==> config.mk <==
export PLATFORM = sky130hd
export DESIGN_NAME = sram_pixel_streamer
export DESIGN_NICKNAME = d
export VERILOG_FILES = /design/src/rtl/sram_pixel_streamer_pkg.sv /design/src/rtl/sram_pixel_streamer_word_unpacker.sv /design/src/rtl/sram_pixel_streamer.sv
export SDC_FILE = /design/constraint.sdc
export NUM_CORES = 1
export LEC_CHECK = 0
export BUFFER_PORTS_ARGS = -buffer_cell sky130_fd_sc_hd__buf_2
export CORE_ASPECT_RATIO = 0.8
export CORE_MARGIN = 2
export CORE_UTILIZATION = 56
export CTS_CLUSTER_SIZE = 24
export DETAILED_ROUTE_END_ITERATION = 10
export GPL_TIMING_DRIVEN = 1
export PLACE_DENSITY = 0.92
export SLEW_MARGIN = 20
export SYNTH_ARGS = -nofsm -noshare
export SYNTH_HDL_FRONTEND = slang
export SYNTH_SLANG_ARGS = --single-unit
==> constraint.sdc <==
create_clock -name clk -period 3 [get_ports clk]
set_input_delay 0.15 -clock clk [delete_from_list [all_inputs] [get_ports clk]]
set_output_delay 0.15 -clock clk [all_outputs]
set_load 0.005 [all_outputs]
==> src/rtl/sram_pixel_streamer_pkg.sv <==
// Shared widths, FSM state encodings and status-word layout for the SRAM pixel streamer.
package sram_pixel_streamer_pkg;

  localparam int ADDR_W_DEF = 8;
  localparam int DATA_W_DEF = 32;
  localparam int PIX_W_DEF  = 8;

  // Bit set in the mailbox word to mark the status as written.
  localparam int STATUS_VALID_BIT = 31;

  typedef logic [2:0] state_t;

  localparam state_t S_IDLE    = 3'd0;
  localparam state_t S_RD_REQ  = 3'd1;
  localparam state_t S_RD_CAP  = 3'd2;
  localparam state_t S_EMIT    = 3'd3;
  localparam state_t S_WR_STAT = 3'd4;
  localparam state_t S_DONE    = 3'd5;

endpackage

==> src/rtl/sram_pixel_streamer_word_unpacker.sv <==
// Holds one SRAM word and hands out its pixels, lowest lane first, over a valid/ready port.
module word_unpacker #(
  parameter int DATA_W = 32,
  parameter int PIX_W  = 8
) (
  input  logic              clk,
  input  logic              reset,
  input  logic              load,
  input  logic [DATA_W-1:0] load_data,
  input  logic              emit,
  input  logic              last_word,
  input  logic              pix_ready,
  output logic [PIX_W-1:0]  pix_data,
  output logic              pix_valid,
  output logic              pix_last,
  output logic              last_accept
);

  localparam int LANES = DATA_W / PIX_W;
  localparam int IDX_W = $clog2(LANES);

  logic [DATA_W-1:0] buffer;
  logic [IDX_W-1:0]  idx;
  logic              last_byte;

  // Handshake: a pixel moves on a rising edge where pix_valid & pix_ready; while
  // pix_ready is low the lane index holds, so pix_data/pix_last stay stable.
  assign last_byte   = (idx == IDX_W'(LANES - 1));
  assign pix_valid   = emit;
  assign pix_data    = emit ? buffer[idx*PIX_W +: PIX_W] : '0;
  assign pix_last    = emit && last_byte && last_word;
  assign last_accept = emit && pix_ready && last_byte;

  always_ff @(posedge clk) begin
    if (reset) begin
      buffer <= '0;
      idx    <= '0;
    end else if (load) begin
      buffer <= load_data;
      idx    <= '0;
    end else if (emit && pix_ready) begin
      idx <= last_byte ? '0 : idx + 1'b1;
    end
  end

endmodule

==> src/rtl/sram_pixel_streamer.sv <==
// Reads a run of SRAM words, streams them out as pixels, then writes a status word to a mailbox.
module sram_pixel_streamer
  import sram_pixel_streamer_pkg::*;
#(
  parameter int ADDR_W = ADDR_W_DEF,
  parameter int DATA_W = DATA_W_DEF,
  parameter int PIX_W  = PIX_W_DEF
) (
  input  logic              clk,
  input  logic              reset,
  input  logic              start,
  input  logic [ADDR_W-1:0] base_addr,
  input  logic [ADDR_W:0]   word_count,
  input  logic [ADDR_W-1:0] mailbox_addr,
  output logic              busy,
  output logic              done,
  output logic [ADDR_W-1:0] sram_address,
  output logic              sram_chipselect,
  output logic              sram_write,
  output logic [3:0]        sram_byteenable,
  output logic [DATA_W-1:0] sram_writedata,
  input  logic [DATA_W-1:0] sram_readdata,
  output logic [PIX_W-1:0]  pix_data,
  output logic              pix_valid,
  input  logic              pix_ready,
  output logic              pix_last,
  output logic [2:0]        fsm_state
);

  state_t            state;
  logic [ADDR_W-1:0] base_q;
  logic [ADDR_W:0]   count_q;
  logic [ADDR_W-1:0] mbox_q;
  logic [ADDR_W:0]   word_idx;
  logic              last_word;
  logic              last_accept;
  logic [DATA_W-1:0] status_word;

  assign last_word = (word_idx + 1'b1 == count_q);
  assign fsm_state = state;

  always_comb begin
    status_word                   = '0;
    status_word[STATUS_VALID_BIT] = 1'b1;
    status_word[ADDR_W:0]         = count_q;
  end

  always_ff @(posedge clk) begin
    if (reset) begin
      state    <= S_IDLE;
      base_q   <= '0;
      count_q  <= '0;
      mbox_q   <= '0;
      word_idx <= '0;
    end else begin
      case (state)
        S_IDLE: if (start) begin
          base_q   <= base_addr;
          count_q  <= word_count;
          mbox_q   <= mailbox_addr;
          word_idx <= '0;
          state    <= (word_count != '0) ? S_RD_REQ : S_WR_STAT;
        end
        S_RD_REQ: state <= S_RD_CAP;
        S_RD_CAP: state <= S_EMIT;
        S_EMIT: if (last_accept) begin
          word_idx <= word_idx + 1'b1;
          state    <= last_word ? S_WR_STAT : S_RD_REQ;
        end
        S_WR_STAT: state <= S_DONE;
        S_DONE:    state <= S_IDLE;
        default:   state <= S_IDLE;
      endcase
    end
  end

  // SRAM port is only driven in the two access states; it idles at all-zero otherwise.
  always_comb begin
    busy            = (state != S_IDLE);
    done            = (state == S_DONE);
    sram_address    = '0;
    sram_chipselect = 1'b0;
    sram_write      = 1'b0;
    sram_byteenable = 4'h0;
    sram_writedata  = '0;
    if (state == S_RD_REQ) begin
      sram_chipselect = 1'b1;
      sram_byteenable = 4'hF;
      sram_address    = base_q + word_idx[ADDR_W-1:0];
    end else if (state == S_WR_STAT) begin
      sram_chipselect = 1'b1;
      sram_write      = 1'b1;
      sram_byteenable = 4'hF;
      sram_address    = mbox_q;
      sram_writedata  = status_word;
    end
  end

  word_unpacker #(
    .DATA_W(DATA_W),
    .PIX_W (PIX_W)
  ) u_unpacker (
    .clk        (clk),
    .reset      (reset),
    .load       (state == S_RD_CAP),
    .load_data  (sram_readdata),
    .emit       (state == S_EMIT),
    .last_word  (last_word),
    .pix_ready  (pix_ready),
    .pix_data   (pix_data),
    .pix_valid  (pix_valid),
    .pix_last   (pix_last),
    .last_accept(last_accept)
  );

endmodule

==> flow_metrics.tcl <==
set metrics [dict create \
    switching_share_pct 29.0 \
    start_util_pct 57.4 \
    grt_max_degree 49 \
    ys_seq_area_share_pct 36.3 \
    ctsResizeCount 0 \
    pwr-share-clk_pct 35.3 \
    syn_avg_cell_area_sq_um 7.84 \
    vias 3751 \
    vdd_drop_max_v 0.000272 \
    p_int_w 0.00151 \
    leakage_nw 1.99 \
    run_status "complete, no violations" \
    netlist_top_cells_count "nand2_1 (122), a21oi_1 (72), dfxtp_1 (71)" \
    io_pins 122 \
    fillers 535 \
    path_max_fanout 8 \
    synthArstFlopShare_pct 0 \
    place_congestion 0.965 \
    grt_pass1_vias 3434 \
    pwr_density_cell_nw_per_um2 473 \
    cts_max_path_buffers 2 \
    cp.arrival_ns 2.66 \
    holdPathEnd "u_unpacker.buffer[14]$_SDFFE_PP0P_" \
    ctsHoldBuffers 0 \
    ant_nets 0 \
    power_frac_comb_pct 15.5 \
    yosysTopAreaCellShare_pct 36.3 \
    worst_setup_path_end_kind "primary output" \
    drv_cap 0 \
    worst_slew_pin_slew_ns 0.928 \
    holdWs_ns 0.0248 \
    rrSetupSlack_ns 0.70 \
    cp_slowest_cell "dfxtp_1" \
    p_sw_w 0.000615 \
    numCtsBuffers 9 \
    worstPathRequired_ns 2.85 \
    yosysWarnings 0 \
    grt_pass1_wl_microns 16000 \
    setup_viol 0 \
    drc 0 \
    finish.utilization_pct 65.8 \
    cts_tree "done" \
    path_clk_slew_ns 0.08 \
    seqPwrFrac_pct 49.2 \
    rsz0062_at_grt "no" \
    viasPerCell 5.62 \
    syn-cell-area_sq_um 3910 \
    ys_types 57 \
    drtIter0Drc 430 \
    crit_path_cell_trace "ha_1, nand3_1, o21ai_0, o31a_1, nand4_2, nor3_1, and3_1, buf_2" \
    reg2reg_to "fsm_state[0]$_SDFFE_PP0P_" \
    grt.overflow.total 0 \
    critPathLaunchType "flip-flop" \
    final_layout_size_suffix_gt1_share_pct 24.8 \
    reg2regPathDepth 7 \
    timing.fmax_mhz 356 \
    antenna_found_initial 0 \
    slew_headroom_pct 37.9 \
    area_growth_pct 14.7 \
    yosysMostFrequentCell "nand2_1" \
    cts_setup_buffers 0 \
    clk_latency_ns 0.36 \
    cpPeakStageDelay_ns 0.48 \
    syn_inst 499 \
    fin_crit_sh_pct 93.5 \
    die_y_microns 78.8 \
    fin_skew_ns 0.0102 \
    hp-start "sram_readdata[14]" \
    period_needed_ns 2.81 \
    htree_levels 3 \
    wirelength_microns 10200 \
    report.final.slew_viol_count 0 \
    drtPass1Iterations 6 \
    setup_tns_ns 0 \
    place_hpwl_microns 7020 \
    core_area_sq_um 6820 \
    synth_edf_count 0 \
    finalHoldViolations 0 \
    gr-usage-all-layers_pct 25.9 \
    synthFlopType "dfxtp_1" \
    hold_class "input pin to flip-flop" \
    worstHoldPathCells 3 \
    die_width_microns 97.5 \
    yosys.area.top_type "dfxtp_1" \
    crit_type "flip-flop to primary output" \
    die_area_sq_um 7680 \
    fin_nets 647 \
    ys_top_cells_by_area "dfxtp_1 (36%), nand2_1 (12%), a21oi_1 (9.2%)" \
    portBuffers 99 \
    antenna_cells 0 \
    clock_sinks 71 \
    synth-seq-cells 71 \
    clock-root-buffer "clkbuf_8" \
    routedWlPerCell_microns 15.2 \
    timing.rr.start "word_idx[0]$_SDFFE_PP0P_" \
    num_rows 27 \
]
area by class of cell:
type / instances / area (sq um) / share of cell area (%)
repair buffers: 105 / 541 / 12.0
multi-input cells: 382 / 2210 / 49.1
well taps: 87 / 109 / 2.42
inverters: 7 / 26.3 / 0.585
clock buffers: 9 / 124 / 2.76
clock inverters: 6 / 62.6 / 1.39
flip-flops and latches: 71 / 1420 / 31.7
layer usage:
| layer | up-vias | routed length [microns] | share of wire, % | GRT usage (%) |
|---|---|---|---|---|
| li1 | 1796 | - | - | - |
| met1 | 1753 | 4300 | 42 | 33.3 |
| met2 | 165 | 4880 | 48 | 42.4 |
| met3 | 37 | 685 | 6.7 | 4.84 |
| met4 | 0 | 302 | 3.0 | 12.8 |
| met5 | - | 0 | 0 | 0 |
sequential cells by signal, indices dropped and copies added, names as in the netlist:
| name | flops |
|---|---|
| u_unpacker.buffer | 32 |
| count_q | 9 |
| word_idx | 9 |
| base_q | 8 |
| mbox_q | 8 |
| fsm_state | 3 |
| u_unpacker.idx | 2 |
worst max-delay path: cells and delay by family, from the launching register on:
family          cells  cell delay [ns]
compound gates      2             0.55
fa+ha+maj           1             0.36
buf+inv             1             0.11
flops               1             0.48
simple gates        4             0.81
power by group through the flow:
| stage | Clock, W | Sequential [W] | Combinational, W |
|---|---|---|---|
| 2_1_floorplan | 0 | 0.00104 | 0.000257 |
| 6_report | 0.000750 | 0.00105 | 0.000329 |
| 3_5_place_dp | 0 | 0.00107 | 0.000321 |
| 4_1_cts | 0.000750 | 0.00104 | 0.000326 |
| 3_3_place_gp | 0 | 0.00106 | 0.000311 |
| 5_1_grt | 0.000787 | 0.00105 | 0.000366 |
metrics by stage:
stage,setup slack (ns),area (sq um),instances,total power (W)
global route,0.0365,4490,667,0.00220
detailed placement,0.723,4300,652,0.00139
global placement,0.884,4300,652,0.00137
CTS,0.249,4490,667,0.00212
floorplan,1.09,3990,520,0.00130
finish,0.195,4490,667,0.00212
cell families after synthesis:
kind of cell / Yosys count / share of synthesized area [%]
xor+xnor: 18 / 4.22
simple gates: 219 / 26.0
fa+ha+maj: 10 / 3.39
compound gates: 104 / 15.6
flops: 71 / 36.3
mux: 9 / 4.86
other cells: 1 / 0.0958
buf+inv: 67 / 9.49
how the worst max path moves through the flow:
| stage | startpoint | to | slack, ns | cells past startpoint |
|---|---|---|---|---|
| global placement | word_idx[0]$_SDFFE_PP0P_ | sram_address[6] | 0.88 | 10 |
| finish | word_idx[0]$_SDFFE_PP0P_ | pix_last | 0.19 | 8 |
| floorplan | word_idx[0]$_SDFFE_PP0P_ | sram_address[6] | 1.09 | 9 |
| global route | word_idx[0]$_SDFFE_PP0P_ | pix_last | 0.04 | 8 |
| detailed placement | word_idx[0]$_SDFFE_PP0P_ | pix_last | 0.72 | 8 |
| CTS | word_idx[0]$_SDFFE_PP0P_ | pix_last | 0.25 | 8 |
cells in the final DEF (no fill, tap or decap), drive strengths merged, types with 4 or more instances in the layout:
master / count
a21o: 4
a21oi: 73
a22oi: 5
and3: 11
buf: 105
clkbuf: 9
clkinv: 5
conb: 22
dfxtp: 71
ha: 9
inv: 7
mux4: 8
nand2: 123
nand3: 6
nand3b: 4
nor2: 31
nor2b: 13
nor3: 12
nor4: 4
o21ai: 8
xnor2: 12
xor2: 6
Note: power is estimated with default switching activity, not from simulation.
